[src/rtl/ldpc_pkg.sv]
// Shared LDPC definitions: FSM encoding, iteration-count width and default code size.
// Used by the decoder and by the matching encoder.
package ldpc_pkg;

  localparam int unsigned IterW    = 8;
  localparam int unsigned DefaultN = 6;
  localparam int unsigned DefaultK = 3;

  typedef logic [1:0]       state_t;
  typedef logic [IterW-1:0] iter_t;

  localparam state_t StIdle = 2'd0;
  localparam state_t StSynd = 2'd1;
  localparam state_t StEval = 2'd2;
  localparam state_t StDone = 2'd3;

endpackage

[src/rtl/ldpc_syndrome.sv]
// Combinational syndrome: s[r] = XOR over c of H[r][c] & word[c], H row-major in parity_h_i.
module ldpc_syndrome
  import ldpc_pkg::*;
#(
  parameter int unsigned N = DefaultN,
  parameter int unsigned K = DefaultK
) (
  input  logic [N-1:0]       word_i,
  input  logic [(N-K)*N-1:0] parity_h_i,
  output logic [N-K-1:0]     syndrome_o
);

  always_comb begin
    syndrome_o = '0;
    for (int r = 0; r < int'(N - K); r++) begin
      for (int c = 0; c < int'(N); c++) begin
        syndrome_o[r] = syndrome_o[r] ^ (word_i[c] & parity_h_i[r*N+c]);
      end
    end
  end

endmodule

[src/rtl/ldpc_decode.sv]
// Hard-decision bit-flip LDPC decoder: flips every bit touching the most unsatisfied checks
// until the syndrome clears, the iteration budget runs out, or no bit is implicated.
module ldpc_decode
  import ldpc_pkg::*;
#(
  parameter int unsigned N        = DefaultN,
  parameter int unsigned K        = DefaultK,
  parameter int unsigned MAX_ITER = 8
) (
  input  logic               clk,
  input  logic               i_rst,
  input  logic               i_valid,
  output logic               o_ready,
  input  logic [N-1:0]       rx_bits,
  input  logic [(N-K)*N-1:0] parity_h,
  output logic               o_valid,
  input  logic               i_ready,
  output logic [N-1:0]       o_codeword,
  output logic [K-1:0]       o_info,
  output logic               o_success,
  output logic [IterW-1:0]   o_iters
);

  localparam int unsigned M    = N - K;
  localparam int unsigned CntW = $clog2(M + 1);
  localparam iter_t       MaxIter = IterW'(MAX_ITER);

  state_t        state_q, state_d;
  logic [N-1:0]  word_q, word_d;
  logic [M-1:0]  syn_q, syn_d;
  iter_t         iter_q, iter_d;
  logic [N-1:0]  cw_q, cw_d;
  logic          succ_q, succ_d;
  iter_t         iters_q, iters_d;

  logic [M-1:0]    syn_comb;
  logic [CntW-1:0] col_cnt [N];
  logic [CntW-1:0] max_cnt;
  logic [N-1:0]    flip_mask;

  ldpc_syndrome #(
    .N (N),
    .K (K)
  ) u_syndrome (
    .word_i     (word_q),
    .parity_h_i (parity_h),
    .syndrome_o (syn_comb)
  );

  // Per-bit count of unsatisfied checks and the set of bits sharing the maximum.
  always_comb begin
    max_cnt   = '0;
    flip_mask = '0;
    for (int c = 0; c < int'(N); c++) begin
      col_cnt[c] = '0;
      for (int r = 0; r < int'(M); r++) begin
        col_cnt[c] = col_cnt[c] + CntW'(syn_q[r] & parity_h[r*N+c]);
      end
      if (col_cnt[c] > max_cnt) begin
        max_cnt = col_cnt[c];
      end
    end
    for (int c = 0; c < int'(N); c++) begin
      flip_mask[c] = (max_cnt != '0) && (col_cnt[c] == max_cnt);
    end
  end

  always_comb begin
    state_d = state_q;
    word_d  = word_q;
    syn_d   = syn_q;
    iter_d  = iter_q;
    cw_d    = cw_q;
    succ_d  = succ_q;
    iters_d = iters_q;
    case (state_q)
      StIdle: begin
        if (i_valid) begin
          word_d  = rx_bits;
          iter_d  = '0;
          state_d = StSynd;
        end
      end
      StSynd: begin
        syn_d   = syn_comb;
        state_d = StEval;
      end
      StEval: begin
        if (syn_q == '0) begin
          cw_d    = word_q;
          succ_d  = 1'b1;
          iters_d = iter_q;
          state_d = StDone;
        end else if ((iter_q == MaxIter) || (max_cnt == '0)) begin
          cw_d    = word_q;
          succ_d  = 1'b0;
          iters_d = iter_q;
          state_d = StDone;
        end else begin
          word_d  = word_q ^ flip_mask;
          iter_d  = iter_q + 1'b1;
          state_d = StSynd;
        end
      end
      StDone: begin
        if (i_ready) begin
          state_d = StIdle;
        end
      end
      default: state_d = StIdle;
    endcase
  end

  always_ff @(posedge clk) begin
    if (i_rst) begin
      state_q <= StIdle;
      word_q  <= '0;
      syn_q   <= '0;
      iter_q  <= '0;
      cw_q    <= '0;
      succ_q  <= 1'b0;
      iters_q <= '0;
    end else begin
      state_q <= state_d;
      word_q  <= word_d;
      syn_q   <= syn_d;
      iter_q  <= iter_d;
      cw_q    <= cw_d;
      succ_q  <= succ_d;
      iters_q <= iters_d;
    end
  end

  assign o_ready    = (state_q == StIdle);
  assign o_valid    = (state_q == StDone);
  assign o_codeword = cw_q;
  assign o_info     = cw_q[K-1:0];
  assign o_success  = succ_q;
  assign o_iters    = iters_q;

endmodule
[config.mk]
export PLATFORM = sky130hd
export DESIGN_NAME = ldpc_decode
export DESIGN_NICKNAME = d
export VERILOG_FILES = /design/src/rtl/ldpc_pkg.sv /design/src/rtl/ldpc_syndrome.sv /design/src/rtl/ldpc_decode.sv
export SDC_FILE = /design/constraint.sdc
export NUM_CORES = 1
export LEC_CHECK = 0
export CAP_MARGIN = 20
export CORE_MARGIN = 4
export CORE_UTILIZATION = 35
export CTS_BUF_LIST = sky130_fd_sc_hd__clkbuf_4 sky130_fd_sc_hd__clkbuf_8
export DETAILED_ROUTE_END_ITERATION = 8
export PLACE_DENSITY_LB_ADDON = 0.15
export SYNTH_ARGS = -nofsm -noshare
export SYNTH_HDL_FRONTEND = slang
export SYNTH_SLANG_ARGS = --single-unit
[constraint.sdc]
create_clock -name clk -period 9.7 [get_ports clk]
set_input_delay 2.425 -clock clk [delete_from_list [all_inputs] [get_ports clk]]
set_output_delay 2.425 -clock clk [all_outputs]
set_load 0.05 [all_outputs]
Word level (Yosys, flattened, before mapping)
Cells that the tools add are included.
{ "word_totals": {"register_bits": 34, "in_bits": 28, "output_inout_bits": 20, "elab_cells": 133} }
{ "classes": {"add_sub_neg": 13, "magnitude_cmp": 6, "eq_ne": 14, "muxes": 25, "bitwise_logic": 52, "n_reduce_logical": 16} }
{ "ops": {"columns": ["cell", "count"], "rows": [
  ["$mux W8", 5],
  ["$and A1 B1 Y1", 36],
  ["$mux W6", 5],
  ["$mux W2", 10],
  ["$pmux W8 S2", 1],
  ["$xor A1 B1 Y1", 15],
  ["$add A1 B1 Y2", 6],
  ["$add A2 B1 Y2", 6],
  ["$eq A2 B2 Y1", 6],
  ["$pmux W6 S2", 1],
  ["$gt A2 B2 Y1", 5],
  ["$add A8 B1 Y8 const B", 1],
  ["$eq A8 B4 Y1 const B", 1],
  ["$pmux W2 S4", 1],
  ["$logic_and A1 B1 Y1", 6],
  ["$ne A2 B2 Y1 const B", 3],
  ["$reduce_bool A2 Y1", 3],
  ["$xor A6 B6 Y6", 1],
  ["$eq A2 B2 Y1 const B", 2],
  ["$logic_not A2 Y1", 2],
  ["$reduce_and A2 Y1", 2],
  ["$reduce_and A4 Y1", 1],
  ["$logic_not A3 Y1", 1],
  ["$eq A2 B1 Y1 const B", 1],
  ["4 further kinds", 5]
]} }

Logic depth before layout (Yosys ltp)
Gate-level depths: netlist (run 1).
{ "depth": {"word_depth": 21, "mapped_depth": 31, "ltp_nobuf": 29} }

Modules after synthesis
Synthesis (run 1) repeated with hierarchy kept, for this count alone.
{ "unflattened": {"cells_unflattened": 341, "hier_area_um2": 2806.4} }
{ "by_module_without_submodules": {"columns": ["mod", "n_inst", "cells_each", "area_per_inst_um2", "seq_area_each_um2"], "rows": [
  ["ldpc_decode", 1, 311, 2570.0, 680.7],
  ["ldpc_syndrome", 1, 30, 236.5, 0.0]
]} }

Least setup slack after synthesis (run 1)
Ideal clock, no wire load.
{ "synth_path": {"kind": "input -> register", "from": "input port parity_h[1]", "to": "register word_q[3]", "setup_time_ps": 134, "arrival_time_ps": 7878, "required_ps": 9566, "path_slack_ps": 1688, "path_stages": 30, "path_buffers": 2, "path_cell_list": "and2_1 -> fa_1 -> ha_1 -> nor2b_1 -> o211ai_1 -> nand2_1 -> ha_1 -> nand2_1 -> o211a_1 -> a31oi_1 -> ha_1 -> nand2_1 -> o21a_1 -> a311oi_2 -> a21o_1 -> ha_1 -> nor2b_1 -> o21ai_1 -> mux2i_1 -> a31o_2 -> clkbuf_1 -> ha_1 -> nor2b_1 -> o21ai_1 -> nand3_1 -> o21ai_2 -> buf_4 -> xnor2_1 -> a221oi_1 -> o221ai_1"} }
{ "synth_between": {"elab_chain_cells": 19, "elab_cells_between_ends": 24, "cone_classes": "add/sub: 2; order compare: 5; eq/ne: 2; mux: 8; bitwise: 2; reduce/logical: 5"} }
{ "synth_lines": {"columns": ["item", "line_no", "source"], "rows": [
  ["start, declared", "ldpc_decode.sv:15", "input logic [(N-K)*N-1:0] parity_h,"],
  ["$and A1 B1 Y1 (*)", "ldpc_decode.sv:57", "col_cnt[c] = col_cnt[c] + CntW'(syn_q[r] & parity_h[r*N+c]);"],
  ["$add A1 B1 Y2 (*)", "ldpc_decode.sv:57", null],
  ["$add A2 B1 Y2 (*)", "ldpc_decode.sv:57", null],
  ["$gt A2 B2 Y1", "ldpc_decode.sv:59", "if (col_cnt[c] > max_cnt) begin"],
  ["$mux W2 (*)", "ldpc_decode.sv:59", null],
  ["$gt A2 B2 Y1", "ldpc_decode.sv:59", null],
  ["$mux W2 (*)", "ldpc_decode.sv:59", null],
  ["$gt A2 B2 Y1", "ldpc_decode.sv:59", null],
  ["[3 not listed]", null, null],
  ["$gt A2 B2 Y1", "ldpc_decode.sv:59", null],
  ["$mux W2 (*)", "ldpc_decode.sv:59", null],
  ["$eq A2 B2 Y1 or $reduce_bool A2 Y1 (tied branches)", "ldpc_decode.sv:64", "flip_mask[c] = (max_cnt != '0) && (col_cnt[c] == max_cnt);"],
  ["$logic_and A1 B1 Y1", "ldpc_decode.sv:64", null],
  ["$xor A6 B6 Y6", "ldpc_decode.sv:100", "word_d = word_q ^ flip_mask;"],
  ["$mux W6", "ldpc_decode.sv:94", "end else if ((iter_q == MaxIter) || (max_cnt == '0)) begin"],
  ["$mux W6", "ldpc_decode.sv:89", "if (syn_q == '0) begin"],
  ["$pmux W6 S2", "ldpc_decode.sv:76", "case (state_q)"],
  ["end signal, assigned", "ldpc_decode.sv:125", "word_q <= word_d;"],
  ["end, declared", "ldpc_decode.sv:29", "logic [N-1:0] word_q, word_d;"]
]} }
Every way passes the cells marked *; elsewhere a longest branch is shown, timed or not. The select of a mux whose other input is x is not followed.
A chain may end at the register's enable or synchronous reset.

Worst setup path in the final report (run 1)
{ "layout_path": {"from": "input port parity_h[0]", "to": "register iter_q[7]"} }
{ "layout_between": {"elab_chain_cells": 19} }
{ "layout_lines": {"columns": ["item", "line_no", "source"], "rows": [
  ["$and A1 B1 Y1 (*)", "ldpc_decode.sv:57", null],
  ["$add A1 B1 Y2 (*)", "ldpc_decode.sv:57", null],
  ["$add A2 B1 Y2 (*)", "ldpc_decode.sv:57", null],
  ["$gt A2 B1 Y1", "ldpc_decode.sv:59", null],
  ["$mux W2 (*)", "ldpc_decode.sv:59", null],
  ["$gt A2 B2 Y1", "ldpc_decode.sv:59", null],
  ["$mux W2 (*)", "ldpc_decode.sv:59", null],
  ["$gt A2 B2 Y1", "ldpc_decode.sv:59", null],
  ["[3 not listed]", null, null],
  ["$gt A2 B2 Y1", "ldpc_decode.sv:59", null],
  ["$mux W2 (*)", "ldpc_decode.sv:59", null],
  ["$gt A2 B2 Y1", "ldpc_decode.sv:59", null],
  ["$mux W2 (*)", "ldpc_decode.sv:59", null],
  ["$logic_not A2 Y1 (*)", "ldpc_decode.sv:94", null],
  ["$logic_or A1 B1 Y1 (*)", "ldpc_decode.sv:94", null],
  ["$ne A2 B2 Y1 (no line) (*)", null, null],
  ["$reduce_and A4 Y1 (no line) (*)", null, null],
  ["end signal, assigned", "ldpc_decode.sv:127", "iter_q <= iter_d;"],
  ["end, declared", "ldpc_decode.sv:31", "iter_t iter_q, iter_d;"]
]} }
Every way passes the cells marked *; elsewhere a longest branch is shown, timed or not.

==> metrics.cfg, run 1 <==
[critical_path]
startpoint_type = primary input
critical_path.slowest_cell = o311ai_2
slowest_delay_ns = 0.55
critical_path_class = in -> reg
crit_top_cell = ha_1
crit_fanout = 12
crit_arrival_ns = 9.12
worstPathRequired_ns = 9.92
endpoint_kind = flip-flop

[yosys]
yosysWarnings = 0
seq_area_frac_synth_pct = 24.1
synth-compound-area-share_pct = 19.8
synthAdderAreaFrac_pct = 11.8
synth_area_mm2 = 0.00282
synth.area.mux_share_pct = 2.84
synthSimpleGateAreaFrac_pct = 29.4
async_flop_share_pct = 0
yosysUniqueCellTypes = 51
synth_top_family_by_area = simple AND/OR/NAND/NOR gates
synth-main-ff-cell = dfxtp_1
syn_area_per_cell_um2 = 7.79
synth_edf_count = 0
ys_seq_elements = 34
synth_xor_area_share_pct = 6.21
postSynthCellCount = 362
synth_fp_nets = 413

[sta]
setup_viol = 0
drv_slew = 0
rsz0062_at_grt = no
setup-tns-final_ns = 0
slew_headroom_pct = 38.6
finalHoldViolCount = 0
tightest_slew_ns = 0.921
fmax_ghz = 0.112
min_period_ns = 8.90
fin_skew_ns = 0.00292
fin_crit_sh_pct = 91.7

[placed_design]
routabilityCongestion = 0.870
io_buffers = 47
post-dp-hpwl_um = 6050
place_area_mm2 = 0.00335

[clocking]
root_buffer = clkbuf_8
cts.sinks = 34
ctsResizeCount = 0
cts_setup_buffers = 0
h-tree-depth = 2
clk_pin_slew_ns = 0.06
clkLatencyLatePin_ns = 0.27
cts_hold_buffers = 0
tritoncts.num_buffers = 5
cts_tree = built
clockBufferDepth = 2

[cells_and_area]
mostFrequentLayoutCell = nand2_1
finalInstanceArea_mm2 = 0.00344
area_delta_synth_final_pct = 21.8
fill_cells = 809
final_cell_mix = 52 x nand2_1, 47 x clkdlybuf4s50_1, 34 x dfxtp_1, 21 x and2_1, 21 x nor2_1
drive_above_1_share_pct = 4.50
ff_latch_area_um2 = 681
postLayoutCoreUtil_pct = 44.2
nets = 452
diodes = 0
multi_input_area_mm2 = 0.00198

[pwr]
clkPwrFrac_pct = 11.9
p_leak_nw = 1.30
combPwrFrac_pct = 68.4
cellInternalPower_mw = 0.444
net-switching-power_mw = 0.406
irDropWorstVdd_uv = 120
finalPower_mw = 0.850
powerDensity_mw_per_mm2 = 247
swShare_pct = 47.8
p_seq_share_pct = 19.8

[floorplan]
ios = 48
die_area_mm2 = 0.00956
initial_core_util_pct = 36.3
row_count = 32
chipWidth_um = 97.8
core_mm2 = 0.00777
die_h_um = 97.8

[detailed_routing]
detail_route.iter0.violations = 124
vias_per_cell = 5.45
drc = 0
num_vias = 2734
wirelength_um = 7870
wl_per_cell_um = 15.7
first_pass_iters = 4
antenna_left = 0

[status]
outcome = complete, no violations

[flow_run]
drv_cap = 0

[grt]
grt_pass1_wl_um = 13100
grt_usage_pct = 16.5
grt_pass1_vias = 2696
grt-ovfl-total = 0
grt_start_max_net_pins = 23
antenna_found_initial = 0

[hold_path]
min_path_type = reg -> reg

-- power by group through the flow --
stage	clock [mW]	combinational, mW	sequential, mW
floorplan	0	0.443	0.169
global placement	0	0.560	0.171
detailed placement	0	0.569	0.171
CTS	0.104	0.573	0.168
global route	0.112	0.628	0.170
finish	0.101	0.581	0.168
-- cell usage after synthesis (2+ instances only) --
library cell   n  area (µm²)
inv_1         16        60.1
a31o_1         9        78.8
nor2_1        21        78.8
nand3_1        8        40.0
dfxtp_1       34         681
o21ai_1       13        65.1
a31o_2         2        17.5
o21a_1         4        30.0
or3_1          2        12.5
inv_2          2        7.51
nand2_1       52         195
fa_1           6         120
a21oi_1       16        80.1
nor2b_1        7        43.8
nor4b_1        4        35.0
xnor2_1       19         166
buf_4          5        37.5
o221ai_1       4        35.0
buf_2          4        20.0
o211a_1        2        20.0
nor3b_1        4        30.0
and2_1        21         131
nand3b_1       6        45.0
mux2i_1        8        80.1
a21boi_1       2        15.0
ha_1          17         213
o211ai_1       4        30.0
nand4_1        9        56.3
o31a_1         2        17.5
and3_1         3        18.8
nand2b_1       5        31.3
a221oi_1       4        35.0
nor3_1        18        90.1
clkbuf_1      10        37.5
a211oi_1       3        22.5
-- layout make-up --
| type | instances | share of cell area (%) |
|---|---|---|
| flip-flops and latches | 34 | 19.8 |
| repair buffers | 51 | 14.6 |
| multi-input cells | 291 | 57.5 |
| clock buffers | 6 | 2.40 |
| inverters | 18 | 1.97 |
| well taps | 102 | 3.71 |
-- logic make-up after synthesis --
group                      Yosys count
AOI/OAI and AO/OA                   77
DFF                                 34
adders and majority gates           23
and+or+nand+nor                    163
xor gates and xnor gates            20
muxes                                8
buffers and inverters               37
-- critical path, delay by kind of cell --
kind                     cells  cell delay, ns
AO/OA/AOI/OAI               13            2.87
adder cells (fa/ha/maj)      6            1.68
buffers and inverters        4            1.04
AND/OR/NAND/NOR              8            0.98
multiplexers                 1            0.12
-- routing by layer --
layer | vias to the layer above | routed length [µm] | GRT usage, %
met5 | - | 0 | 0
met4 | 0 | 85 | 3.73
met3 | 8 | 571 | 4.64
met2 | 84 | 3450 | 25.0
met1 | 1280 | 3760 | 23.2
li1 | 1362 | - | -
-- path summary, 6_finish.rpt --
kind / slack, ns / depth (start not counted) / to / startpoint
hold reg to reg: 0.48 / 2 / o_iters[5] / o_iters[5]
setup / recovery: 0.80 / 32 / iter_q[7] / parity_h[0]
setup reg to reg: 2.98 / 31 / iter_q[7] / syn_q[0]
hold / removal: 0.48 / 2 / o_iters[5] / o_iters[5]
-- through the flow --
step	std cells	worst slack [ns]	hold slack, ns
finish	502	0.800	0.478
floorplan	362	1.69	0.468
global placement	496	0.772	0.466
CTS	502	0.825	0.482
detailed placement	496	0.562	0.468
global route	502	0.269	0.504
-- sequential cells by signal, indices dropped and copies added (netlist names) --
name and count:
iter_q 8, o_iters 8, syn_q 3, word_q 6, o_success 1, state_q 2
o_codeword 6
No activity file was read; power rests on OpenSTA's default activity.
==> run 2: changes to the inputs <==
HOLD_SLACK_MARGIN = 0.15   (was default)
PLACE_DENSITY = 0.62   (was default)
PLACE_DENSITY_LB_ADDON = default   (was 0.15)
==> run 2 against run 1 <==
  * Clock skew up 0.0019 ns
  * Largest cell class unchanged
  * Combinational power down 4.3%
  * Die area did not move
  * Non-clock buffer count fell by 1
  * Design area is 0.69% higher
  * First-iteration DRC count rose by 60%
  * Critical path type unchanged
  * Routed wire length fell by 0.74%
  * Sequential power hardly changed
  * Fmax is 0.47% higher
  * Sequential share of layout area is 0.14 points lower
==> metrics.cfg, run 2 (synthesis gave the netlist of run 1 again) <==
[detailed_routing]
vias_per_cell = 5.45  ; +0.13%
num_vias = 2743  ; +0.33%
detail_route.iter0.violations = 199  ; +60%
antenna_left = 0  ; unchanged
first_pass_iters = 4  ; unchanged
wl_per_cell_um = 15.5  ; -0.93%
drc = 0  ; unchanged
wirelength_um = 7810  ; -0.74%

[grt]
grt_pass1_vias = 2725  ; +1.1%
grt_pass1_wl_um = 13400  ; +2.6%
grt-ovfl-total = 0  ; unchanged
grt_start_max_net_pins = 23  ; unchanged
antenna_found_initial = 0  ; unchanged
grt_usage_pct = 16.8  ; +0.32 points

[cells_and_area]
ff_latch_area_um2 = 681  ; unchanged
mostFrequentLayoutCell = nand2_1
area_delta_synth_final_pct = 22.7
drive_above_1_share_pct = 4.74  ; +0.24 points
multi_input_area_mm2 = 0.00198  ; unchanged
final_cell_mix = 52 x nand2_1, 47 x clkdlybuf4s50_1, 34 x dfxtp_1, 21 x and2_1, 21 x nor2_1
diodes = 0  ; unchanged
nets = 451  ; -0.22%
finalInstanceArea_mm2 = 0.00346  ; +0.69%
fill_cells = 800  ; -1.1%

[flow_run]
drv_cap = 0  ; unchanged

[clocking]
h-tree-depth = 2  ; unchanged
cts_tree = built
cts_setup_buffers = 0  ; unchanged
clk_pin_slew_ns = 0.07  ; about the same
clockBufferDepth = 2  ; unchanged
root_buffer = clkbuf_8
tritoncts.num_buffers = 5  ; unchanged
ctsResizeCount = 0  ; unchanged
cts.sinks = 34  ; unchanged
clkLatencyLatePin_ns = 0.29  ; +0.02 ns
cts_hold_buffers = 0  ; unchanged

[critical_path]
worstPathRequired_ns = 9.88  ; -0.04 ns
crit_arrival_ns = 9.04  ; -0.08 ns
startpoint_type = primary input
slowest_delay_ns = 0.65  ; +0.10 ns
crit_fanout = 12  ; unchanged
crit_top_cell = ha_1
endpoint_kind = flip-flop
critical_path.slowest_cell = o311ai_2
critical_path_class = in -> reg

[pwr]
net-switching-power_mw = 0.402  ; -0.98%
finalPower_mw = 0.858  ; +0.98%
powerDensity_mw_per_mm2 = 248  ; +0.28%
irDropWorstVdd_uv = 121  ; +1.5%
combPwrFrac_pct = 64.8  ; -3.6 points
clkPwrFrac_pct = 15.6  ; +3.7 points
cellInternalPower_mw = 0.456  ; +2.8%
p_leak_nw = 1.31  ; +0.88%
p_seq_share_pct = 19.6  ; -0.2 points
swShare_pct = 46.9  ; -0.93 points

[placed_design]
post-place-ws_ns = 0.629  ; +0.0668 ns
post-dp-hpwl_um = 6010  ; -0.53%
routabilityCongestion = 1.02  ; +18%
place_area_mm2 = 0.00335  ; -0.22%
io_buffers = 47  ; unchanged

[floorplan]
initial_core_util_pct = 36.3  ; unchanged
ios = 48  ; unchanged
die_h_um = 97.8  ; unchanged
core_mm2 = 0.00777  ; unchanged
row_count = 32  ; unchanged
chipWidth_um = 97.8  ; unchanged
die_area_mm2 = 0.00956  ; unchanged

[hold_path]
min_path_type = reg -> reg

[sta]
setup_slack_ns = 0.842  ; +0.0420 ns
setup-tns-final_ns = 0  ; unchanged
drv_slew = 0  ; unchanged
slew_headroom_pct = 42.1  ; +3.4 points
setup_viol = 0  ; unchanged
rsz0062_at_grt = no
fmax_ghz = 0.113  ; +0.47%
fin_crit_sh_pct = 91.3  ; -0.43 points
finalHoldViolCount = 0  ; unchanged
min_period_ns = 8.86  ; -0.0420 ns
tightest_slew_ns = 0.869  ; -0.0514 ns
fin_skew_ns = 0.00479  ; +0.00187 ns

[status]
outcome = complete, no violations

run 2: changes by cell type in the layout (fill, tap and decap cells not counted):
cell       delta
buf_4         -1
clkbuf_4      +2
bufinv_16     +1
clkbuf_8      -1
run 2: stage by stage:
stage,util [%],instances,hold WS (ns)
CTS,44.5,503,0.482
finish,44.5,503,0.480
floorplan,-,362,0.468
global placement,43.1,495,0.467
global route,44.5,503,0.497
detailed placement,43.1,495,0.468
run 2: cell type report:
type | count | share of cell area, %
Clock buffer | 7 | 2.42
Timing Repair Buffer | 50 | 14.2
Clock inverter | 1 | 0.868
Multi-Input combinational cell | 291 | 57.1
Inverter | 18 | 1.95
Sequential cell | 34 | 19.7
Tap cell | 102 | 3.69
run 2: worst paths after layout:
kind                     from          to  slack [ns]  depth (start not counted)
setup / recovery  parity_h[0]   iter_q[3]        0.84                         31
setup reg to reg     syn_q[2]   iter_q[3]        3.04                         30
hold reg to reg    o_iters[3]  o_iters[3]        0.48                          2
hold / removal     o_iters[3]  o_iters[3]        0.48                          2
run 2: layer usage:
metal | routed length (µm) | GRT usage, % | vias to the layer above
met1 | 3830 | 24.0 | 1277
li1 | - | - | 1364
met5 | 0 | 0 | -
met3 | 488 | 3.00 | 13
met4 | 128 | 5.96 | 0
met2 | 3370 | 25.3 | 89
run 2: critical path, delay by kind of cell:
| kind | cells | cell delay, ns |
|---|---|---|
| simple gates | 8 | 0.92 |
| buf+inv | 3 | 0.88 |
| compound gates | 12 | 2.90 |
| mux | 2 | 0.26 |
| fa+ha+maj | 6 | 1.62 |
run 2: power by group through the flow:
stage                     clock, mW  combinational, mW  sequential, mW
after floorplan                   0              0.443           0.169
after detailed placement          0              0.548           0.171
after global routing          0.143              0.604           0.170
after global placement            0              0.539           0.171
final                         0.134              0.556           0.168
after CTS                     0.138              0.552           0.168
==> run 3: changes to the inputs <==
CORE_MARGIN = default   (was 4)
clock period = 10 ns   (was 9.7 ns; I/O delays follow)
==> run 3 against run 2 <==
  * Sequential power decreased by 3%
  * Register-to-register slack improved by 0.38 ns
  * Clock power decreased by 28%
  * Non-clock buffer count increased by 1
  * Utilization decreased by 0.29 points
  * Worst setup slack improved by 0.32 ns
  * Clock skew decreased by 0.0032 ns
  * Via count decreased by 0.95%
==> metrics.cfg, run 3 (synthesis gave the netlist of run 1 again) <==
[status]
outcome = complete, no violations

[clocking]
tritoncts.num_buffers = 5  ; unchanged
clkLatencyLatePin_ns = 0.27  ; -0.02 ns
cts_setup_buffers = 0  ; unchanged
h-tree-depth = 2  ; unchanged
clockBufferDepth = 2  ; unchanged
clk_pin_slew_ns = 0.06  ; about the same
ctsResizeCount = 0  ; unchanged
root_buffer = clkbuf_8
cts_tree = built
cts.sinks = 34  ; unchanged
cts_hold_buffers = 0  ; unchanged

[detailed_routing]
vias_per_cell = 5.40  ; -0.95%
wl_per_cell_um = 15.0  ; -3.7%
antenna_left = 0  ; unchanged
first_pass_iters = 6  ; +2
drc = 0  ; unchanged
wirelength_um = 7520  ; -3.7%
num_vias = 2717  ; -0.95%
detail_route.iter0.violations = 187  ; -6.0%

[pwr]
powerDensity_mw_per_mm2 = 232  ; -6.4%
irDropWorstVdd_uv = 110  ; -9.7%
p_leak_nw = 1.30  ; -0.67%

[sta]
tightest_slew_ns = 0.846  ; -0.0230 ns
fin_crit_sh_pct = 88.4
slew_headroom_pct = 43.6  ; +1.5 points
finalHoldViolCount = 0  ; unchanged
setup_slack_ns = 1.16  ; +0.320 ns
setup_viol = 0  ; unchanged
rsz0062_at_grt = no
fin_skew_ns = 0.00163  ; -0.00315 ns
setup-tns-final_ns = 0  ; unchanged
fmax_ghz = 0.113
min_period_ns = 8.84
drv_slew = 0  ; unchanged

[grt]
grt-ovfl-total = 0  ; unchanged
busiest_layer = met2
grt_use_met3_pct = 2.90  ; -0.098 points
grt_start_max_net_pins = 23  ; unchanged
grt_pass1_wl_um = 12500  ; -6.5%
grtUsageMet2_pct = 31.0  ; +5.8 points
antenna_found_initial = 0  ; unchanged
grtUsageMet1_pct = 25.2  ; +1.2 points
grt_usage_pct = 18.5  ; +1.7 points
grt_pass1_vias = 2625  ; -3.7%

[cells_and_area]
final_cell_mix = 52 x nand2_1, 47 x clkdlybuf4s50_1, 34 x dfxtp_1, 21 x and2_1, 21 x nor2_1
mostFrequentLayoutCell = nand2_1
fill_cells = 768  ; -4.0%
finalInstanceArea_mm2 = 0.00344  ; -0.65%
fin_cells = 503  ; unchanged
drive_above_1_share_pct = 4.74  ; unchanged
postLayoutCoreUtil_pct = 44.2  ; -0.29 points
nets = 452  ; +0.22%
area_delta_synth_final_pct = 21.9
ff_latch_area_um2 = 681  ; unchanged
multi_input_area_mm2 = 0.00198  ; unchanged
diodes = 0  ; unchanged

[critical_path]
crit_arrival_ns = 8.98  ; -0.06 ns
critical_path.slowest_cell = fa_1
worstPathRequired_ns = 10.14  ; +0.26 ns
slowest_delay_ns = 0.46  ; -0.19 ns
critical_path_class = in -> reg
crit_fanout = 9  ; -3
crit_top_cell = ha_1
startpoint_type = primary input
endpoint_kind = flip-flop

[flow_run]
drv_cap = 0  ; unchanged

[floorplan]
die_area_mm2 = 0.00842  ; -12%
chipWidth_um = 91.8  ; -6.1%
die_h_um = 91.8  ; -6.1%
core_mm2 = 0.00777  ; unchanged
ios = 48  ; unchanged
initial_core_util_pct = 36.3  ; unchanged
row_count = 32  ; unchanged

[placed_design]
place_area_mm2 = 0.00335  ; +0.22%
post-dp-hpwl_um = 5880  ; -2.2%
post-place-ws_ns = 0.985  ; +0.357 ns
io_buffers = 47  ; unchanged
dp.cells = 496  ; +0.20%
routabilityCongestion = 0.939  ; -8.3%

[hold_path]
min_path_type = reg -> reg

[run 3: cell count changes in the layout (fill, tap and decap cells not counted), sizes merged]
cell,before,now
buf,3,4
bufinv,1,0
[run 3: power by group]
part | total, mW | switching (mW) | internal, mW
registers | 0.163 | 0.0182 | 0.145
logic | 0.538 | 0.320 | 0.218
clock network | 0.0970 | 0.0438 | 0.0533
[run 3: path summary, 6_finish.rpt]
check	start	end	slack [ns]	cells after the start
worst min-delay path	o_iters[3]	o_iters[3]	0.48	2
worst max register to register	syn_q[0]	word_q[1]	3.42	30
worst max-delay path	parity_h[0]	word_q[1]	1.16	31
worst min register to register	o_iters[3]	o_iters[3]	0.48	2
[run 3: critical path: cells and delay by family]
family | cells | cell delay [ns]
multiplexers | 1 | 0.23
adder cells (fa/ha/maj) | 6 | 1.61
AO/OA/AOI/OAI | 12 | 2.92
buffers and inverters | 3 | 0.84
AND/OR/NAND/NOR | 8 | 0.81
XOR/XNOR | 1 | 0.08
[run 3: layout make-up]
| cell class | count | share of cell area, % |
|---|---|---|
| Tap cell | 102 | 3.71 |
| Sequential cell | 34 | 19.8 |
| Inverter | 18 | 1.97 |
| Clock buffer | 7 | 2.44 |
| Timing Repair Buffer | 51 | 14.6 |
| Multi-Input combinational cell | 291 | 57.5 |
[run 3: per-stage QoR]
| stage | hold slack, ns | total power [mW] |
|---|---|---|
| 2_1_floorplan | 0.468 | 0.594 |
| 3_3_place_gp | 0.467 | 0.685 |
| 3_5_place_dp | 0.474 | 0.694 |
| 4_1_cts | 0.483 | 0.796 |
| 5_1_grt | 0.501 | 0.858 |
| 6_report | 0.480 | 0.798 |
[run 3: layer usage]
| layer | up-vias | share of wire (%) | wire length [µm] |
|---|---|---|---|
| met1 | 1264 | 47 | 3570 |
| li1 | 1363 | - | - |
| met3 | 6 | 7.2 | 540 |
| met2 | 84 | 45 | 3360 |
| met5 | - | 0 | 0 |
| met4 | 0 | 0.70 | 53 |
